File: src/rtl/decode_branch_unit_if.sv
// Decode-stage bus between IF/ID and ID/EX: the instruction coming in,
// the decoded slot going out, and the branch redirect back to fetch.
interface decode_branch_unit_if #(
  parameter int DW = 16
);
  logic          in_valid;
  logic          in_ready;
  logic [15:0]   instr;
  logic [DW-1:0] pc;
  logic [DW-1:0] rs_data;
  logic          out_valid;
  logic [15:0]   out_instr;
  logic [DW-1:0] out_pc;
  logic          redirect;
  logic [DW-1:0] redirect_pc;
  logic          flush;

  modport master (
    output in_valid, instr, pc, rs_data,
    input  in_ready, out_valid, out_instr, out_pc, redirect, redirect_pc, flush
  );

  modport slave (
    input  in_valid, instr, pc, rs_data,
    output in_ready, out_valid, out_instr, out_pc, redirect, redirect_pc, flush
  );
endinterface

File: src/rtl/decode_branch_unit.sv
// Decode-stage branch/hazard unit: owns the N/Z/V flags, resolves B/BR in
// decode, stalls on register/flag hazards and squashes the wrong-path slot.
module decode_branch_unit #(
  parameter int DW          = 16,
  parameter int RA          = 4,
  parameter int NPROD       = 2,
  parameter bit FLAG_BYPASS = 1'b1
) (
  input  logic                clk,
  input  logic                rst,
  decode_branch_unit_if.slave bus,
  input  logic [2:0]          flags_in,
  input  logic [2:0]          flag_wr_en,
  input  logic                flag_busy,
  input  logic [NPROD-1:0]    prod_wr,
  input  logic [NPROD*RA-1:0] prod_dst,
  output logic                stall,
  output logic [2:0]          flags,
  output logic [15:0]         stall_cycles
);
  localparam logic [0:0] ST_RUN    = 1'b0;
  localparam logic [0:0] ST_SQUASH = 1'b1;
  localparam logic [15:0] NOP      = 16'hE000;

  logic [0:0]    r_state;
  logic [2:0]    r_flags;
  logic [15:0]   r_stall_cycles;
  logic          r_out_valid;
  logic [15:0]   r_out_instr;
  logic [DW-1:0] r_out_pc;
  logic          r_redirect;
  logic [DW-1:0] r_redirect_pc;

  logic          w_is_b, w_is_br, w_is_branch;
  logic [2:0]    w_cond;
  logic [2:0]    w_fe;
  logic          w_n, w_z, w_v;
  logic          w_cond_true;
  logic          w_br_hit;
  logic          w_hazard;
  logic          w_accept;
  logic          w_taken;
  logic [DW-1:0] w_off;
  logic [DW-1:0] w_target;

  assign w_is_b      = (bus.instr[15:12] == 4'hC);
  assign w_is_br     = (bus.instr[15:12] == 4'hD);
  assign w_is_branch = w_is_b | w_is_br;
  assign w_cond      = bus.instr[11:9];

  // Bypass forwards only the flag bits being written this cycle.
  assign w_fe = FLAG_BYPASS ? ((flag_wr_en & flags_in) | (~flag_wr_en & r_flags)) : r_flags;
  assign w_n  = w_fe[2];
  assign w_z  = w_fe[1];
  assign w_v  = w_fe[0];

  always_comb begin
    w_cond_true = 1'b0;
    case (w_cond)
      3'b000:  w_cond_true = !w_z;
      3'b001:  w_cond_true = w_z;
      3'b010:  w_cond_true = !w_z && !w_n;
      3'b011:  w_cond_true = w_n;
      3'b100:  w_cond_true = w_z || (!w_z && !w_n);
      3'b101:  w_cond_true = w_n || w_z;
      3'b110:  w_cond_true = w_v;
      default: w_cond_true = 1'b1;
    endcase
  end

  always_comb begin
    w_br_hit = 1'b0;
    for (int unsigned i = 0; i < NPROD; i++) begin
      if (prod_wr[i] && (prod_dst[i*RA +: RA] == bus.instr[7:4]))
        w_br_hit = 1'b1;
    end
  end

  assign w_off    = {{(DW-9){bus.instr[8]}}, bus.instr[8:0]};
  assign w_target = w_is_br ? bus.rs_data
                            : bus.pc + {{(DW-2){1'b0}}, 2'b10} + {w_off[DW-2:0], 1'b0};

  assign w_hazard = (r_state == ST_RUN) && bus.in_valid &&
                    ((w_is_br && w_br_hit) ||
                     (w_is_branch && (w_cond != 3'b111) && flag_busy));
  assign w_accept = (r_state == ST_RUN) && bus.in_valid && !w_hazard;
  assign w_taken  = w_accept && w_is_branch && w_cond_true;

  always_ff @(posedge clk) begin
    if (rst) begin
      r_state        <= ST_RUN;
      r_flags        <= '0;
      r_stall_cycles <= '0;
      r_out_valid    <= 1'b0;
      r_out_instr    <= NOP;
      r_out_pc       <= '0;
      r_redirect     <= 1'b0;
      r_redirect_pc  <= '0;
    end else begin
      for (int unsigned i = 0; i < 3; i++) begin
        if (flag_wr_en[i]) r_flags[i] <= flags_in[i];
      end
      if (w_hazard && (r_stall_cycles != 16'hFFFF))
        r_stall_cycles <= r_stall_cycles + 16'd1;
      r_out_valid <= w_accept && !w_is_branch;
      r_out_instr <= (w_accept && !w_is_branch) ? bus.instr : NOP;
      if (w_accept && !w_is_branch) r_out_pc <= bus.pc;
      r_redirect <= w_taken;
      if (w_taken) r_redirect_pc <= w_target;
      r_state <= w_taken ? ST_SQUASH : ST_RUN;
    end
  end

  assign stall           = w_hazard;
  assign bus.in_ready    = (r_state == ST_SQUASH) ? 1'b1 : !w_hazard;
  assign bus.out_valid   = r_out_valid;
  assign bus.out_instr   = r_out_instr;
  assign bus.out_pc      = r_out_pc;
  assign bus.redirect    = r_redirect;
  assign bus.flush       = r_redirect;
  assign bus.redirect_pc = r_redirect_pc;
  assign flags           = r_flags;
  assign stall_cycles    = r_stall_cycles;
endmodule
File: src/flat_wrapper.sv
// flat-port wrapper written by rule: the top's interface ports become plain ports
module decode_branch_unit_flat 
#(
  parameter int DW          = 16,
  parameter int RA          = 4,
  parameter int NPROD       = 2,
  parameter bit FLAG_BYPASS = 1'b1
)
  (clk, rst, flags_in, flag_wr_en, flag_busy, prod_wr, prod_dst, stall, flags, stall_cycles, bus_in_valid, bus_instr, bus_pc, bus_rs_data, bus_in_ready, bus_out_valid, bus_out_instr, bus_out_pc, bus_redirect, bus_redirect_pc, bus_flush);
  decode_branch_unit_if #(.DW(DW)) bus_i ();
  input  logic clk;
  input  logic rst;
  input  logic [2:0] flags_in;
  input  logic [2:0] flag_wr_en;
  input  logic flag_busy;
  input  logic [NPROD-1:0] prod_wr;
  input  logic [NPROD*RA-1:0] prod_dst;
  output logic stall;
  output logic [2:0] flags;
  output logic [15:0] stall_cycles;
  input wire logic [$bits(bus_i.in_valid)-1:0] bus_in_valid;
  input wire logic [$bits(bus_i.instr)-1:0] bus_instr;
  input wire logic [$bits(bus_i.pc)-1:0] bus_pc;
  input wire logic [$bits(bus_i.rs_data)-1:0] bus_rs_data;
  output wire logic [$bits(bus_i.in_ready)-1:0] bus_in_ready;
  output wire logic [$bits(bus_i.out_valid)-1:0] bus_out_valid;
  output wire logic [$bits(bus_i.out_instr)-1:0] bus_out_instr;
  output wire logic [$bits(bus_i.out_pc)-1:0] bus_out_pc;
  output wire logic [$bits(bus_i.redirect)-1:0] bus_redirect;
  output wire logic [$bits(bus_i.redirect_pc)-1:0] bus_redirect_pc;
  output wire logic [$bits(bus_i.flush)-1:0] bus_flush;
  assign bus_i.in_valid = bus_in_valid;
  assign bus_i.instr = bus_instr;
  assign bus_i.pc = bus_pc;
  assign bus_i.rs_data = bus_rs_data;
  assign bus_in_ready = bus_i.in_ready;
  assign bus_out_valid = bus_i.out_valid;
  assign bus_out_instr = bus_i.out_instr;
  assign bus_out_pc = bus_i.out_pc;
  assign bus_redirect = bus_i.redirect;
  assign bus_redirect_pc = bus_i.redirect_pc;
  assign bus_flush = bus_i.flush;
  decode_branch_unit #(.DW(DW), .RA(RA), .NPROD(NPROD), .FLAG_BYPASS(FLAG_BYPASS)) u_core (.clk(clk), .rst(rst), .bus(bus_i), .flags_in(flags_in), .flag_wr_en(flag_wr_en), .flag_busy(flag_busy), .prod_wr(prod_wr), .prod_dst(prod_dst), .stall(stall), .flags(flags), .stall_cycles(stall_cycles));
endmodule
File: config.mk
export PLATFORM = sky130hd
export DESIGN_NAME = decode_branch_unit_flat
export DESIGN_NICKNAME = d
export VERILOG_FILES = /design/src/rtl/decode_branch_unit_if.sv /design/src/rtl/decode_branch_unit.sv /design/src/flat_wrapper.sv
export SDC_FILE = /design/constraint.sdc
export NUM_CORES = 1
export LEC_CHECK = 0
export ABC_AREA = 1
export CORE_ASPECT_RATIO = 1.25
export CORE_MARGIN = 2
export CORE_UTILIZATION = 46
export DETAILED_ROUTE_END_ITERATION = 8
export PLACE_DENSITY_LB_ADDON = 0.3
export SLEW_MARGIN = 20
export SYNTH_ARGS = -nofsm -noshare
export SYNTH_HDL_FRONTEND = slang
export SYNTH_SLANG_ARGS = --single-unit
File: constraint.sdc
create_clock -name clk -period 3.3 [get_ports clk]
set_input_delay 0.99 -clock clk [delete_from_list [all_inputs] [get_ports clk]]
set_output_delay 0.99 -clock clk [all_outputs]
set_load 0.05 [all_outputs]
==> Word-level counts from Yosys, hierarchy flattened <==
Index checks and enable logic that the tools add are counted.
{ "totals": {"register_bits": 70, "elab_cells": 60, "out_inout_bits": 72, "in_bits": 68} }
{ "op_classes": {"bitwise_logic": 7, "n_eq_ne": 12, "n_addsub": 3, "muxes": 6, "n_reduce_logical": 22} }
{ "ops": {"columns": ["operator", "count"], "rows": [
  ["16-bit by 1-bit adder with 16-bit output, second input constant", 1],
  ["16-bit adder", 1],
  ["16-bit by 2-bit adder with 16-bit output, second input constant", 1],
  ["16-bit 2-to-1 mux", 1],
  ["16-bit inequality test, second input constant", 1],
  ["1-bit logical AND", 13],
  ["3-bit == test, second input constant", 3],
  ["4-bit == test", 2],
  ["4-bit == test, second input constant", 2],
  ["1-bit one-hot mux with 7 select lines", 1],
  ["3-bit bitwise AND", 2],
  ["3-bit by 2-bit == test with 1-bit output, second input constant", 2],
  ["1-bit logical NOT", 4],
  ["1-bit 2-to-1 mux", 4],
  ["3-bit by 1-bit == test with 1-bit output, second input constant", 1],
  ["3-bit logical NOT", 1],
  ["1-bit logical OR", 3],
  ["3-bit inequality test, second input constant", 1],
  ["3-bit NOT", 1],
  ["3-bit OR", 1],
  ["1-bit NOT", 2],
  ["2-bit OR reduction", 1],
  ["1-bit OR", 1]
]} }

==> Longest topological paths before layout <==
{ "logic_depth": {"depth_word": 12, "depth_mapped": 15, "mapped_depth_nobuf": 15} }

==> Least setup slack after synthesis <==
OpenSTA, ideal clock, no wires.
{ "synth_path": {"path_kind": "input to output", "start": "in bus_instr[14]", "end": "out stall", "arrival_time_ps": 2282, "t_required_ps": 2310, "path_slack_ps": 28, "n_path_buf": 0, "stages": 8, "cell_sequence": "nand2_1 nor2_4 inv_1 nor2_2 nand2_1 nand2_1 nand2_1 inv_2"} }
{ "synth_via": {"elab_chain_len": 6, "elab_cells_between_ends": 8, "cone_classes": "eq/ne: 2; bitwise: 1; reduce/logical: 5"} }
{ "synth_rtl": {"columns": ["item", "line_no", "text"], "rows": [
  ["from (decl)", "flat_wrapper.sv:22", "input wire logic [$bits(bus_i.instr)-1:0] bus_instr;"],
  ["4-bit == test (on tied branches)", "decode_branch_unit.sv:46, decode_branch_unit.sv:47", null],
  ["1-bit OR", "decode_branch_unit.sv:48", "assign w_is_branch = w_is_b | w_is_br;"],
  ["1-bit logical AND (2 in series)", "decode_branch_unit.sv:85", "(w_is_branch && (w_cond != 3'b111) && flag_busy));"],
  ["1-bit logical OR *", "decode_branch_unit.sv:84", "((w_is_br && w_br_hit) ||"],
  ["1-bit logical AND *", "decode_branch_unit.sv:83", "assign w_hazard = (r_state == ST_RUN) && bus.in_valid &&"],
  ["to (decl)", "flat_wrapper.sv:18", "output logic stall;"]
]} }
Mark *: on every way between the ends. The rest lies on a longest branch, timed or not.

==> Worst setup path after layout <==
{ "layout_path": {"start": "in bus_instr[10]", "end": "reg u_core.r_stall_cycles[5] (netlist: u_core.stall_cycles[5])"} }
{ "layout_via": {"elab_chain_len": 6} }
{ "layout_rtl": {"columns": ["item", "line_no", "text"], "rows": [
  ["3-bit inequality test", "decode_branch_unit.sv:85", null],
  ["1-bit logical AND (2 in series)", "decode_branch_unit.sv:85", null],
  ["1-bit logical OR", "decode_branch_unit.sv:84", null],
  ["1-bit logical AND", "decode_branch_unit.sv:83", null],
  ["1-bit logical AND", "decode_branch_unit.sv:103", "if (w_hazard && (r_stall_cycles != 16'hFFFF))"],
  ["to (signal assigned)", "decode_branch_unit.sv:104", "r_stall_cycles <= r_stall_cycles + 16'd1;"],
  ["to (decl)", "decode_branch_unit.sv:27", "logic [15:0] r_stall_cycles;"]
]} }
No other way between the ends.
A chain may end at the register's enable or synchronous reset.

==> results.md <==
- When the netlist entered floorplanning its net count stood at just over 700.
- The H-tree was split into 3 levels.
- The count of distinct cell types in the synthesized netlist is 33.
- The post-detailed-routing wire length is between 10000 and 15000 um.
- For the worst setup path, the data arrival time is ~3600 ps.
- The post-route worst setup slack is 27.4 ps.
- The via count of the first global-routing pass came to approximately 4300.
- Traced cell by cell, the critical path runs through clkdlybuf4s50_1 > nand2_1 > o211ai_2 > nand2_2 > buf_4 > buf_4 > buf_4 > buf_4 > buf_4 > buf_4 > buf_4 > buf_4 > buf_4 > buf_4 > nand3_4 > nand2_1 > a21oi_1.
- Averaged over all synthesized cells, the footprint is between 6 and 7 um^2.
- The worst slew margin relative to its limit is between 60% and 70%.
- The sum of negative setup slack is 0 ps.
- The synthesis-stage register bit count is 69.
- The worst-case clock skew is approximately 5.7 ps.
- The slew at the pin closest to its max-slew limit is around 570 ps.
- The clock-pin slew on the worst setup and hold paths is 70 ps.
- The source-to-sink clock delay at the later pin of the worst-skew pair is approximately 360 ps.
- For this configuration, the core starts out at a cell density of 47.5%.
- The worst supply voltage drop on vdd is 199 uV.
- At the placement stage, the worst setup path has a slack of -204 ps.
- The number of failing hold endpoints at the final stage was 0.
- Counting every instance in the synthesized netlist gives 614.
- The die width is between 80 and 90 um.
- The final number of max-transition violations is 0.
- The count of hold-fix buffers inserted at cts is 0.
- The half-perimeter wire length after detailed placement is 9240 um.
- The combinational power share is between 20 and 30%.
- The most area-hungry cell type in the Yosys netlist is dfxtp_1.
- The yosys synthesis warning count is 0.
- Derived from the worst setup path, the maximum achievable clock frequency is approximately 300 MHz.
- 0 antenna diodes ended up in the layout.
- In this run the biggest area consumer among cell types represents ~33% of the synthesized area.
- The fraction of layout cells with a size suffix above 1 is between 10 and 15%.
- The data required time at the worst endpoint is about 3600 ps.
- Per report_power, the clock group accounts for approximately 33% of the total.
- The routed via count divided by cell count is 5.01.
- Dividing total power by cell area gives a power density of 372 nW/um^2.
- The worst setup path is launched from a primary input.
- For this design, the slowest cell found on the critical path is clkdlybuf4s50_1.
- After the first detailed-routing iteration, the DRC count stood at ~190.
- The CTS root buffer is clkbuf_8.
- The final layout net count is 878.
- The clock passes through at most 2 buffers.
- By area the synthesized netlist is led by dfxtp_1 (33%), nand2_1 (15%), nor2_1 (8.7%), ha_1 (8.5%), inv_1 (6.7%).
- Cell internal power was estimated by the tool at 1550 uW.
- Entering global routing, the biggest net connects 25 pins.
- The first-pass GRT wire length is ~19000 um.
- After synthesis the cells add up to roughly 4100 um^2.
- The top-level I/O count is between 100 and 150.
- After detailed routing, the average wire length per cell comes to approximately 14 um.
- During placement, the flow inserted port buffers numbering roughly 140.
- The final route contains between 4000 and 5000 vias.
- For this run, the detailed router's first-pass iteration total came to 4.
- The run finished with clean final reports.
- Summed over all cells, the static leakage comes to approximately 0.0029 uW.
- Leaving out fill and tap cells, the most frequent cells in the layout are nand2_1 (155), clkdlybuf4s50_1 (120), nor2_1 (96).
- The kind of capture point of the worst setup path is a register.
- The kind of critical path is primary input to register.
- In this run the worst path has a maximum fanout of 13.
- Setup violations remaining at the end of the flow were counted as 0.
- The sequential power share is 38.6%.
- The detail route stage leaves a number of antenna-violating nets equal to 0.
- Among the stages of the critical path, the cell type that occurs most often is buf_4.
- The number of antenna violations at the first check in global routing is 0.
- The aggregate global routing overflow is 0.
- The minimum clock period after layout is ~3300 ps.
- The floorplan step defined a core boundary enclosing 8700 um^2.
- For this design the total switching power over the nets is around 720 uW.
- Counting the fill cells in the layout gives 747.
- The overall global routing resource usage is between 20% and 30%.
- The path class of the tightest hold or removal check is register to register.
- The count of max-cap constraint violations is 0.
- The most frequent standard cell in the layout excluding fill and tap cells is nand2_1.
- The period utilization is a little under 100%.
- The clock drives 69 sinks.
- The area of the die is 9770 um^2.
- The highest cell delay on the worst timing path is 490 ps.
- The remaining design rule violation count is 0.
- The sequential element share of the synthesized area is 33.4%.
- The TritonCTS clock tree is yes.
- TritonCTS created 9 clock buffers.
- The growth of design area from synthesis to finish is 47.9%.
- The number of cell rows is 38.
- In this run switching power makes up approximately a third of total power.
- The weighted congestion reported at the end of routability-driven placement is between 0.9 and 1.
- The die height is between 100 and 150 um.
synthesized netlist by cell type (all sizes together):
cell type and count:
nand2 164, nand3b 2, inv 76, clkbuf 8, buf 11, fa 1, o211ai 1, o21bai 1
nand4 16, o21ai 36, xnor2 10, nor2 102, xor2 12, dfxtp 69, nand3 36, a21oi 30
ha 28, nor3 5, nor3b 2, or2 4
logic make-up (layout without fill, tap and decap cells):
| kind of cell | Yosys count | count (layout) | synth area share (%) |
|---|---|---|---|
| and+or+nand+nor | 331 | 333 | 34.9 |
| buffers and inverters | 95 | 264 | 9.35 |
| DFF | 69 | 69 | 33.4 |
| AOI/OAI and AO/OA | 68 | 68 | 8.75 |
| adders and majority gates | 29 | 29 | 8.96 |
| xor gates and xnor gates | 22 | 22 | 4.66 |
repair_timing:
| item | in CTS | in global routing |
|---|---|---|
| buffers inserted | 10 | 1 |
| endpoints found under the setup margin | 2 | 18 |
| gates resized for setup | 11 | 22 |
| cloned | 0 | 2 |
| pin swaps | 6 | 13 |
final cells by class:
cell class / count / area, um^2 / area share, %
multi-input combinational: 452 / 2430 / 39.7
timing repair buffer: 173 / 1660 / 27.2
sequential: 69 / 1380 / 22.6
inverter: 76 / 285 / 4.66
tap: 120 / 150 / 2.45
clock buffer: 11 / 131 / 2.15
clock inverter: 4 / 73.8 / 1.21
registers in the layout, summed over array words and instances (netlist names):
name / cells
u_core.bus.flush: 1
u_core.bus.out_instr: 16
u_core.bus.out_pc: 16
u_core.bus.out_valid: 1
u_core.bus.redirect_pc: 16
u_core.flags: 3
u_core.stall_cycles: 16
worst paths after layout:
path | startpoint | to | slack (ps) | cells after the start
hold / removal | u_core.bus.redirect_pc[12]$_SDFFE_PP0P_ | u_core.bus.redirect_pc[12]$_SDFFE_PP0P_ | 460 | 2
hold reg to reg | u_core.bus.redirect_pc[12]$_SDFFE_PP0P_ | u_core.bus.redirect_pc[12]$_SDFFE_PP0P_ | 460 | 2
setup reg to reg | u_core.stall_cycles[0]$_SDFFE_PP0P_ | u_core.stall_cycles[5]$_SDFFE_PP0P_ | 1340 | 7
setup / recovery | bus_instr[10] | u_core.stall_cycles[5]$_SDFFE_PP0P_ | 30 | 17
critical path: cells and delay by family:
kind | cells | cell delay (ps)
buffers and inverters | 11 | 1790
AO/OA/AOI/OAI | 2 | 380
AND/OR/NAND/NOR | 4 | 410
per-layer routing:
| metal | part of all wire, % | track usage, % |
|---|---|---|
| met4 | 3.1 | 11.4 |
| met2 | 50 | 45.4 |
| met3 | 7.2 | 6.25 |
| met5 | 0 | 0 |
| met1 | 40 | 28.0 |
power by group through the flow:
stage | sequential (uW) | clock (uW) | combinational [uW]
2_1_floorplan | 1010 | 0 | 274
3_3_place_gp | 896 | 0 | 618
3_5_place_dp | 897 | 0 | 632
4_1_cts | 878 | 758 | 639
5_1_grt | 881 | 791 | 707
6_report | 878 | 752 | 643
metrics by stage:
| stage | std cells | cell area, um^2 | power (uW) | util (%) | hold slack, ps |
|---|---|---|---|---|---|
| finish | 905 | 6120 | 2270 | 70.3 | 461 |
| global route | 905 | 6120 | 2380 | 70.3 | 487 |
| CTS | 903 | 6040 | 2270 | 69.5 | 465 |
| detailed placement | 878 | 5760 | 1530 | 66.2 | 454 |
| global placement | 878 | 5760 | 1510 | 66.2 | 454 |
| floorplan | 614 | 4130 | 1280 | - | 682 |
(Power assumes the default switching activity.)
